==> config.mk <==
export PLATFORM = sky130hd
export DESIGN_NAME = uart_alu_sequencer
export DESIGN_NICKNAME = d
export VERILOG_FILES = /design/src/rtl/uart_alu_sequencer.sv
export SDC_FILE = /design/constraint.sdc
export NUM_CORES = 1
export LEC_CHECK = 0
export CAP_MARGIN = 40
export CORE_MARGIN = 4
export CORE_UTILIZATION = 45
export CTS_CLUSTER_SIZE = 30
export DETAILED_ROUTE_END_ITERATION = 10
export PLACE_DENSITY = 0.73
export SLEW_MARGIN = 20
export SYNTH_ARGS = -nofsm -noshare
export SYNTH_HDL_FRONTEND = slang
export SYNTH_SLANG_ARGS = --single-unit
==> constraint.sdc <==
create_clock -name i_clk -period 1.9 [get_ports i_clk]
set_input_delay 0.38 -clock i_clk [delete_from_list [all_inputs] [get_ports i_clk]]
set_output_delay 0.38 -clock i_clk [all_outputs]
set_load 0.05 [all_outputs]
==> src/rtl/uart_alu_sequencer.sv <==
// rtl/uart_alu_sequencer.sv - UART command-frame sequencer: rx operands/opcode, ALU capture, MSB-first tx
// Optional SEQ_CHECKSUM_EN appends an XOR checksum byte after the result bytes.
module uart_alu_sequencer #(
  parameter int NB_DATA        = 8,
  parameter int NB_OP          = 6,
  parameter int NB_OUT         = 16,
  parameter int TIMEOUT_CYCLES = 500000
) (
  input  logic               i_clk,
  input  logic               i_reset,
  input  logic [NB_DATA-1:0] i_rx_data,
  input  logic               i_rx_done,
  input  logic [NB_OUT-1:0]  i_alu_result,
  input  logic               i_tx_busy,
  input  logic               i_tx_done,
  output logic [NB_DATA-1:0] o_operand1,
  output logic [NB_DATA-1:0] o_operand2,
  output logic [NB_OP-1:0]   o_opcode,
  output logic [NB_DATA-1:0] o_tx_data,
  output logic               o_tx_start,
  output logic               o_result_valid,
  output logic               o_frame_err,
  output logic               o_rx_drop,
  output logic               o_busy
);
  localparam int NB_RES_BYTES = NB_OUT / NB_DATA;
`ifdef SEQ_CHECKSUM_EN
  localparam int NB_TX_BYTES = NB_RES_BYTES + 1;
`else
  localparam int NB_TX_BYTES = NB_RES_BYTES;
`endif
  localparam int KW = $clog2(NB_TX_BYTES + 1);
  localparam int TW = $clog2(TIMEOUT_CYCLES + 1);
  localparam logic [KW-1:0] K_LAST = KW'(NB_TX_BYTES - 1);
  localparam logic [TW-1:0] T_LAST = TW'(TIMEOUT_CYCLES - 1);

  typedef enum logic [2:0] {IDLE, GET_OP2, GET_OPCODE, EXEC, TX_LOAD, TX_WAIT} state_t;

  state_t             state, state_next;
  logic [NB_OUT-1:0]  result;
  logic [KW-1:0]      byte_idx, byte_idx_next;
  logic [TW-1:0]      tmo_cnt, tmo_cnt_next;
  logic [NB_DATA-1:0] operand1_next, operand2_next;
  logic [NB_OP-1:0]   opcode_next;
  logic               tx_start_next, result_valid_next, frame_err_next, rx_drop_next;
  logic               capture;
  logic [NB_DATA-1:0] tx_byte;

  always_comb begin
    state_next        = state;
    operand1_next     = o_operand1;
    operand2_next     = o_operand2;
    opcode_next       = o_opcode;
    byte_idx_next     = byte_idx;
    tmo_cnt_next      = tmo_cnt;
    tx_start_next     = 1'b0;
    result_valid_next = 1'b0;
    frame_err_next    = 1'b0;
    rx_drop_next      = 1'b0;
    capture           = 1'b0;
    case (state)
      IDLE: begin
        if (i_rx_done) begin
          operand1_next = i_rx_data;
          tmo_cnt_next  = '0;
          state_next    = GET_OP2;
        end
      end
      GET_OP2: begin
        // A byte arriving on the expiry cycle wins over the timeout.
        if (i_rx_done) begin
          operand2_next = i_rx_data;
          tmo_cnt_next  = '0;
          state_next    = GET_OPCODE;
        end else if (tmo_cnt == T_LAST) begin
          frame_err_next = 1'b1;
          tmo_cnt_next   = '0;
          state_next     = IDLE;
        end else begin
          tmo_cnt_next = tmo_cnt + 1'b1;
        end
      end
      GET_OPCODE: begin
        if (i_rx_done) begin
          opcode_next  = i_rx_data[NB_OP-1:0];
          tmo_cnt_next = '0;
          state_next   = EXEC;
        end else if (tmo_cnt == T_LAST) begin
          frame_err_next = 1'b1;
          tmo_cnt_next   = '0;
          state_next     = IDLE;
        end else begin
          tmo_cnt_next = tmo_cnt + 1'b1;
        end
      end
      EXEC: begin
        capture           = 1'b1;
        result_valid_next = 1'b1;
        byte_idx_next     = '0;
        state_next        = TX_LOAD;
      end
      TX_LOAD: begin
        if (!i_tx_busy) begin
          tx_start_next = 1'b1;
          state_next    = TX_WAIT;
        end
      end
      TX_WAIT: begin
        if (i_tx_done) begin
          if (byte_idx < K_LAST) begin
            byte_idx_next = byte_idx + 1'b1;
            state_next    = TX_LOAD;
          end else begin
            state_next = IDLE;
          end
        end
      end
      default: state_next = IDLE;
    endcase
    if (i_rx_done && (state == EXEC || state == TX_LOAD || state == TX_WAIT)) begin
      rx_drop_next = 1'b1;
    end
  end

`ifdef SEQ_CHECKSUM_EN
  logic [NB_DATA-1:0] checksum;

  always_comb begin
    checksum = o_operand1 ^ o_operand2 ^ NB_DATA'(o_opcode);
    for (int i = 0; i < NB_RES_BYTES; i++) begin
      checksum = checksum ^ result[NB_OUT-1-i*NB_DATA -: NB_DATA];
    end
  end
`endif

  // Byte 0 is the most significant slice of the captured result.
  always_comb begin
    tx_byte = '0;
    for (int i = 0; i < NB_RES_BYTES; i++) begin
      if (byte_idx == KW'(i)) tx_byte = result[NB_OUT-1-i*NB_DATA -: NB_DATA];
    end
`ifdef SEQ_CHECKSUM_EN
    if (byte_idx == KW'(NB_RES_BYTES)) tx_byte = checksum;
`endif
  end

  always_ff @(posedge i_clk or negedge i_reset) begin
    if (!i_reset) begin
      state          <= IDLE;
      result         <= '0;
      byte_idx       <= '0;
      tmo_cnt        <= '0;
      o_operand1     <= '0;
      o_operand2     <= '0;
      o_opcode       <= '0;
      o_tx_start     <= 1'b0;
      o_result_valid <= 1'b0;
      o_frame_err    <= 1'b0;
      o_rx_drop      <= 1'b0;
    end else begin
      state          <= state_next;
      byte_idx       <= byte_idx_next;
      tmo_cnt        <= tmo_cnt_next;
      o_operand1     <= operand1_next;
      o_operand2     <= operand2_next;
      o_opcode       <= opcode_next;
      o_tx_start     <= tx_start_next;
      o_result_valid <= result_valid_next;
      o_frame_err    <= frame_err_next;
      o_rx_drop      <= rx_drop_next;
      if (capture) result <= i_alu_result;
    end
  end

  assign o_tx_data = tx_byte;
  assign o_busy    = (state != IDLE);
endmodule

Yosys cells after proc, flatten, opt, wreduce, memory -nomap -nowiden
Cells that the tools add are included.
Word-level totals
  register bits: 66
  bits in latches: 0
  RAM bits: 0
  bits in read-only memories: 0
  bits of input ports: 29
  output and inout bits: 35
  logic and storage cells: 64
  memories: 0
Cells by class
  add/subtract/negate cells: 2
  multipliers: 0
  divide/modulo/power cells: 0
  $lt $le $gt $ge: 1
  eq/ne operators: 11
  shifts and indexed selects: 0
  muxes and demuxes: 24
  bitwise gates (word level): 0
  reductions and logical operators: 15
Operator list (count)
  $mux 19: 3
  $pmux 19 s2: 1
  $mux 3: 7
  $add 19x1->19 const B: 1
  $eq 19x19->1 const B: 1
  $pmux 3 s6: 1
  $mux 8: 2
  $ne 2x2->1 const B: 4
  $reduce_and 2->1: 4
  $mux 1: 7
  $eq 3x2->1 const B: 2
  $eq 3x3->1 const B: 2
  $reduce_and 3->1: 2
  $mux 2: 2
  $pmux 2 s2: 1
  $reduce_bool 2->1: 2
  $eq 3x1->1 const B: 1
  $logic_not 3->1: 1
  $reduce_bool 3->1: 1
  $add 2x1->2 const B: 1
  $eq 2x1->1 const B: 1
  $logic_not 2->1: 1
  $logic_or 1x1->1: 2
  $lt 2x1->1 const B: 1
  2 further kinds: 2

Logic depth before layout (Yosys ltp)
Gate-level depths: netlist (run 1).
  depth after elaboration: 5
  depth in mapped cells: 7
  gate-level depth less buffers: 6

Worst setup path after synthesis (run 1)
OpenSTA, ideal clock, no wires.
  path kind: register to output
  start point: reg byte_idx[0]
  end point: out o_tx_data[6]
  arrival time: 1895 ps
  path slack: -375 ps
  cell stages (with the launch flop): 4
  path buffers: 1
  path through: dfrtp_1 ha_1 clkbuf_1 o21ai_0
Between the ends
  cells in the longest elaborated chain, start to end: 3
Ends and longest elaborated chain
  start, declared: line 41  | logic [KW-1:0] byte_idx, byte_idx_next;
  start signal, assigned: line 162  | byte_idx <= byte_idx_next;
  $logic_not 2->1: line 140  | if (byte_idx == KW'(i)) tx_byte = result[NB_OUT-1-i*NB_DATA -: NB_DATA];
  $mux 8: line 140
  $mux 8 (*): line 140
  end, declared: line 19  | output logic [NB_DATA-1:0] o_tx_data,
Mark *: on every way between the ends. The rest lies on a longest branch, timed or not.

Final worst setup path (run 1)
  start point: reg byte_idx[0]
  end point: out o_tx_data[2]
The elaborated chain is that of the path after synthesis.

==> results_dict.tcl, run 1 <==
set metrics [dict create \
    nNetsFinal 446 \
    ys_ff_latch 66 \
    grt_pass1_vias 2682 \
    cts_inserted_buffers 9 \
    synth-compound-area-share_pct 12.6 \
    wl_um 7870 \
    drv_slew 0 \
    hp-class "input pin to async pin" \
    clock-sinks 66 \
    gp_congestion 0.911 \
    final_cell_count_no_fill 515 \
    max-slew-margin-rel_pct 64.8 \
    crit_type "flip-flop to primary output" \
    vias 2749 \
    die_area_sq_um 8470 \
    drive_gt1_share_pct 30.8 \
    vdd_ir_drop_max_uv 1190 \
    cp-end-kind "primary output" \
    rsz0062_at_grt "true" \
    antenna_found_initial 0 \
    core-area_sq_um 6830 \
    postRouteAntennaNets 0 \
    drt_iter0_drc 128 \
    gr-usage-all-layers_pct 19.7 \
    fp.dieW_um 92.0 \
    synthAdderAreaFrac_pct 1.18 \
    grt_max_degree 47 \
    cts-root-buf "clkbuf_8" \
    syn_nets 341 \
    pre_cts_ws_ns -0.117 \
    finalHoldViolCount 0 \
    htreeDepth 3 \
    finClkSkew_ns 0.0142 \
    diodes 0 \
    dr.pass1.iters 4 \
    worstSkewPairLatency_ns 0.35 \
    pin_count 64 \
    fin_crit_sh_pct 105 \
    ctsLongestPathBuffers 2 \
    synthCells 309 \
    final_common_cell "nand2_1" \
    cts_tree "built" \
    numPortBuffers 63 \
    start_util_pct 46.5 \
    gr-total-overflow 0 \
    syn_area_sq_um 3180 \
    fmax_mhz 499 \
    fp-row-count 30 \
    holdWs_ns 0.465 \
    violations "setup timing" \
    synth_mux_area_share_pct 7.80 \
    viasPerCell 5.34 \
    async_reset_ff_share_pct 100 \
    cts.reportedPaths.clkPinSlew_ns 0.08 \
    wl_per_cell_um 15.3 \
    synth_top_family_by_area "simple AND/OR/NAND/NOR gates" \
    grt_pass1_wl_um 13100 \
    ys.flop_type "dfrtp_1" \
    timing.final.ws_setup_ns -0.104 \
    min_period_ns 2.00 \
    worst_pin_slew_ns 0.530 \
    layout_common_cells "nand2_1 (75), dfrtp_1 (65), buf_4 (44)" \
    powerDensity_nw_per_um2 1760 \
    yosysWarnings 0 \
    dp_hpwl_um 5480 \
    startpoint_type "flip-flop" \
    ys_types 49 \
    synth-simple-area-share_pct 23.0 \
    max-cap-violations 0 \
    stdcell_area_sq_um 4580 \
    setup_viol 8 \
    leakage_nw 2.10 \
    status "finished, violations left" \
    syn_area_per_cell_sq_um 10.3 \
    dp_cells 487 \
    drc 0 \
    yosysSeqAreaShare_pct 52.0 \
    synth-edff-count 0 \
    syn2layout_area_growth_pct 44.2 \
    placed_area_sq_um 4200 \
    crit_fanout 5 \
    n_fill_cell 577 \
    die_y_um 92.0 \
    worstPathArrival_ns 1.62 \
    synthXorXnorAreaFrac_pct 0.276 \
    crit_required_ns 1.52 \
]
## worst max-delay path: stages, from the launching register on
cell,delay (ns)
dfrtp_1,0.38
inv_1,0.06
ha_2,0.19
nor2b_4,0.14
buf_12,0.13
a22o_4,0.22
buf_12,0.14
## power breakdown
| group | switching (mW) | total (mW) | internal (mW) |
|---|---|---|---|
| Combinational | 2.74 | 4.78 | 2.05 |
| Clock | 0.606 | 1.10 | 0.493 |
| Sequential | 0.299 | 2.20 | 1.90 |
## state kept, by name (all words and copies together) (netlist names)
signal	cells
state	3
o_opcode	6
tmo_cnt	19
result	16
byte_idx	2
o_result_valid	1
o_operand2	8
o_frame_err	1
o_operand1	8
o_tx_start	1
o_rx_drop	1
## through the flow
stage	power, mW	util (%)	setup TNS (ns)
3_3_place_gp	6.58	61.5	-0.626
5_1_grt	8.53	67.0	-1.23
4_1_cts	7.73	64.7	-0.528
2_1_floorplan	4.88	-	0
6_report	8.08	67.0	-0.746
3_5_place_dp	6.67	61.5	-0.976
## kinds of logic (layout without fill, tap and decap cells)
group,Yosys count,count (layout)
AOI/OAI and AO/OA,47,47
xor gates and xnor gates,1,1
adders and majority gates,3,3
DFF,66,66
and+or+nand+nor,149,149
buffers and inverters,21,131
muxes,22,22
## cell usage after synthesis (all sizes together), types with 6 or more instances
library cell,number,area [sq um]
o21ai,12,60.1
or3,6,37.5
clkbuf,8,30.0
a22o,10,87.6
nor2,11,43.8
dfrtp,66,1650
nand2,75,282
nand3,20,100
nand4,7,50.1
o311ai,7,106
buf,7,47.5
mux2,22,248
## final timing paths
check / from / endpoint / slack (ns) / cells after the start
worst max-delay path: byte_idx[0] / o_tx_data[2] / -0.10 / 6
worst min-delay path: i_reset / result[0] / 0.47 / 2
worst max register to register: tmo_cnt[5] / tmo_cnt[12] / 0.06 / 6
worst min register to register: result[5] / result[5] / 0.49 / 2
max in group asynchronous: i_reset / o_operand2[3] / 0.69 / 4
min in group i_clk: result[5] / result[5] / 0.49 / 2
## metal layers
metal | share of wire, % | vias to the layer above | track usage (%) | routed length, um
met5 | 0 | - | 0 | 0
met2 | 50 | 76 | 31.4 | 3940
met1 | 44 | 1352 | 25.5 | 3470
li1 | - | 1316 | - | -
met3 | 4.9 | 5 | 4.92 | 387
met4 | 0.93 | 0 | 8.42 | 73
## final cells by class
cell class | count | area, sq um | share of cell area [%]
clock inverters | 7 | 58.8 | 1.28
well taps | 96 | 120 | 2.62
repair buffers | 109 | 1070 | 23.4
inverters | 6 | 22.5 | 0.492
multi-input cells | 222 | 1530 | 33.4
flip-flops and latches | 66 | 1650 | 36.1
clock buffers | 9 | 124 | 2.70
## timing repair
action / in CTS / in global routing
pin swaps: 0 / 1
endpoints found under the hold margin: 14 / 0
setup buffers: 3 / 8
setup endpoints to repair: 28 / 20
gates resized for setup: 25 / 19
hold buffers: 1 / 0
Power figures use the tool's default switching activity.
==> inputs of run 2 (changes only) <==
- MAX_ROUTING_LAYER: unset -> met4
- SLEW_MARGIN: 20 -> unset
==> run 2 against run 1 <==
The run still ends with setup timing left. Via count shrank 0.58%. Routed wire length shrank 0.11%. Die area is the same. Non-clock buffer count is the same. First-iteration DRC count shrank 5.5%. Sequential power is essentially flat. Setup slack lost 0.0020 ns. Clock skew is essentially flat. Flip-flop and latch count is the same. Cell count is the same.
==> results_dict.tcl, run 2 (synthesis gave the netlist of run 1 again) <==
set metrics [dict create \
    min_period_ns 2.01 \
    largest_register_ffs 19 \
    timing.final.ws_setup_ns -0.106 \
    largestRegisters "tmo_cnt (19), result (16)" \
    diodes 0 \
    gr-usage-all-layers_pct 20.2 \
    nNetsFinal 446 \
    leakage_nw 2.10 \
    final_common_cell "nand2_1" \
    antenna_found_initial 0 \
    gr-total-overflow 0 \
    worstPathArrival_ns 1.63 \
    crit_fanout 5 \
    layout_common_cells "nand2_1 (75), dfrtp_1 (65), buf_4 (44)" \
    cts.reportedPaths.clkPinSlew_ns 0.08 \
    regMostFlops "tmo_cnt" \
    rsz0062_at_grt "true" \
    clock-sinks 66 \
    powerDensity_nw_per_um2 1770 \
    die_y_um 92.0 \
    wl_um 7860 \
    setup_viol 8 \
    wl_per_cell_um 15.3 \
    postRouteAntennaNets 0 \
    final_cell_count_no_fill 515 \
    die_area_sq_um 8470 \
    grt_pass1_wl_um 13100 \
    hp-class "input pin to async pin" \
    htreeDepth 3 \
    grt_pass1_vias 2686 \
    dp_hpwl_um 5480 \
    fmax_mhz 498 \
    cts_inserted_buffers 9 \
    fp-row-count 30 \
    vdd_ir_drop_max_uv 1190 \
    finalHoldViolCount 0 \
    numPortBuffers 63 \
    pin_count 64 \
    cts-root-buf "clkbuf_8" \
    crit_type "flip-flop to primary output" \
    dp_cells 487 \
    reg2reg_from "tmo_cnt[5]" \
    cp-startpoint "byte_idx[0]" \
    final_util_pct 67.0 \
    fin_crit_sh_pct 106 \
    ctsLongestPathBuffers 2 \
    drive_gt1_share_pct 30.8 \
    worstSkewPairLatency_ns 0.36 \
    fp.dieW_um 92.0 \
    max-cap-violations 0 \
    drc 0 \
    worst_pin_slew_ns 0.528 \
    syn2layout_area_growth_pct 44.2 \
    grt_max_degree 47 \
    finalPower_mw 8.08 \
    crit_required_ns 1.52 \
    cp-end-kind "primary output" \
    vias 2733 \
    drv_slew 0 \
    cts_tree "built" \
    n_fill_cell 577 \
    core-area_sq_um 6830 \
    max-slew-margin-rel_pct 64.9 \
    startpoint_type "flip-flop" \
    viasPerCell 5.31 \
    start_util_pct 46.5 \
    drt_iter0_drc 121 \
    violations "setup timing" \
    dr.pass1.iters 4 \
    status "finished, violations left" \
    gp_congestion 0.927 \
    finClkSkew_ns 0.0145 \
]
[run 2: cell counts in the layout (fill, tap and decap cells not counted)]
No cell type changed its count.
[run 2: worst paths after layout]
path,depth (start not counted),slack (ns),endpoint
min in group i_clk,2,0.49,result[5]
worst max register to register,6,0.06,tmo_cnt[12]
worst max-delay path,6,-0.11,o_tx_data[2]
worst min-delay path,2,0.46,result[0]
max in group asynchronous,4,0.70,o_operand2[3]
worst min register to register,2,0.49,result[5]
[run 2: power by group]
group / internal (mW) / leakage (nW) / total [mW] / switching (mW)
combinational: 2.05 / 1.17 / 4.79 / 2.74
sequential: 1.90 / 0.840 / 2.19 / 0.296
clock: 0.493 / 0.0872 / 1.10 / 0.610
total: 4.44 / 2.10 / 8.08 / 3.64
[run 2: area by class of cell]
cell class | count | area (sq um) | area share (%)
repair buffers | 109 | 1070 | 23.4
inverters | 6 | 22.5 | 0.492
well taps | 96 | 120 | 2.62
flip-flops and latches | 66 | 1650 | 36.1
multi-input cells | 222 | 1530 | 33.4
clock buffers | 9 | 124 | 2.70
clock inverters | 7 | 58.8 | 1.28
[run 2: repair_timing]
item,in CTS,in global routing
gates resized for setup,25,19
gates cloned,0,0
hold buffers,1,0
setup buffers,3,8
endpoints found under the hold margin,14,0
pin swaps,0,1
setup endpoints to repair,28,20
[run 2: metrics by stage]
stage                     setup slack, ns  hold WS, ns  setup TNS, ns  cell area, sq um
after global placement            -0.0817        0.313         -0.626              4200
after floorplan                   0.00754       0.0844              0              3190
after CTS                         -0.0805        0.454         -0.528              4420
after global routing               -0.169        0.489          -1.23              4580
after detailed placement           -0.117        0.305         -0.976              4200
final                              -0.106        0.462         -0.769              4580
[run 2: worst max-delay path, cell delays in order, from the launching register on]
cell     delay (ns)
dfrtp_1        0.38
inv_1          0.06
ha_2           0.19
nor2b_4        0.14
buf_12         0.13
a22o_4         0.22
buf_12         0.14
[run 2: layer usage]
| layer | part of all wire, % | vias up | routed length, um | track usage (%) |
|---|---|---|---|---|
| met5 | 0 | - | 0 | - |
| met4 | 1.5 | 0 | 119 | 7.67 |
| met3 | 5.0 | 8 | 394 | 5.00 |
| met2 | 49 | 76 | 3860 | 31.7 |
| met1 | 44 | 1325 | 3480 | 25.3 |
| li1 | - | 1324 | - | - |
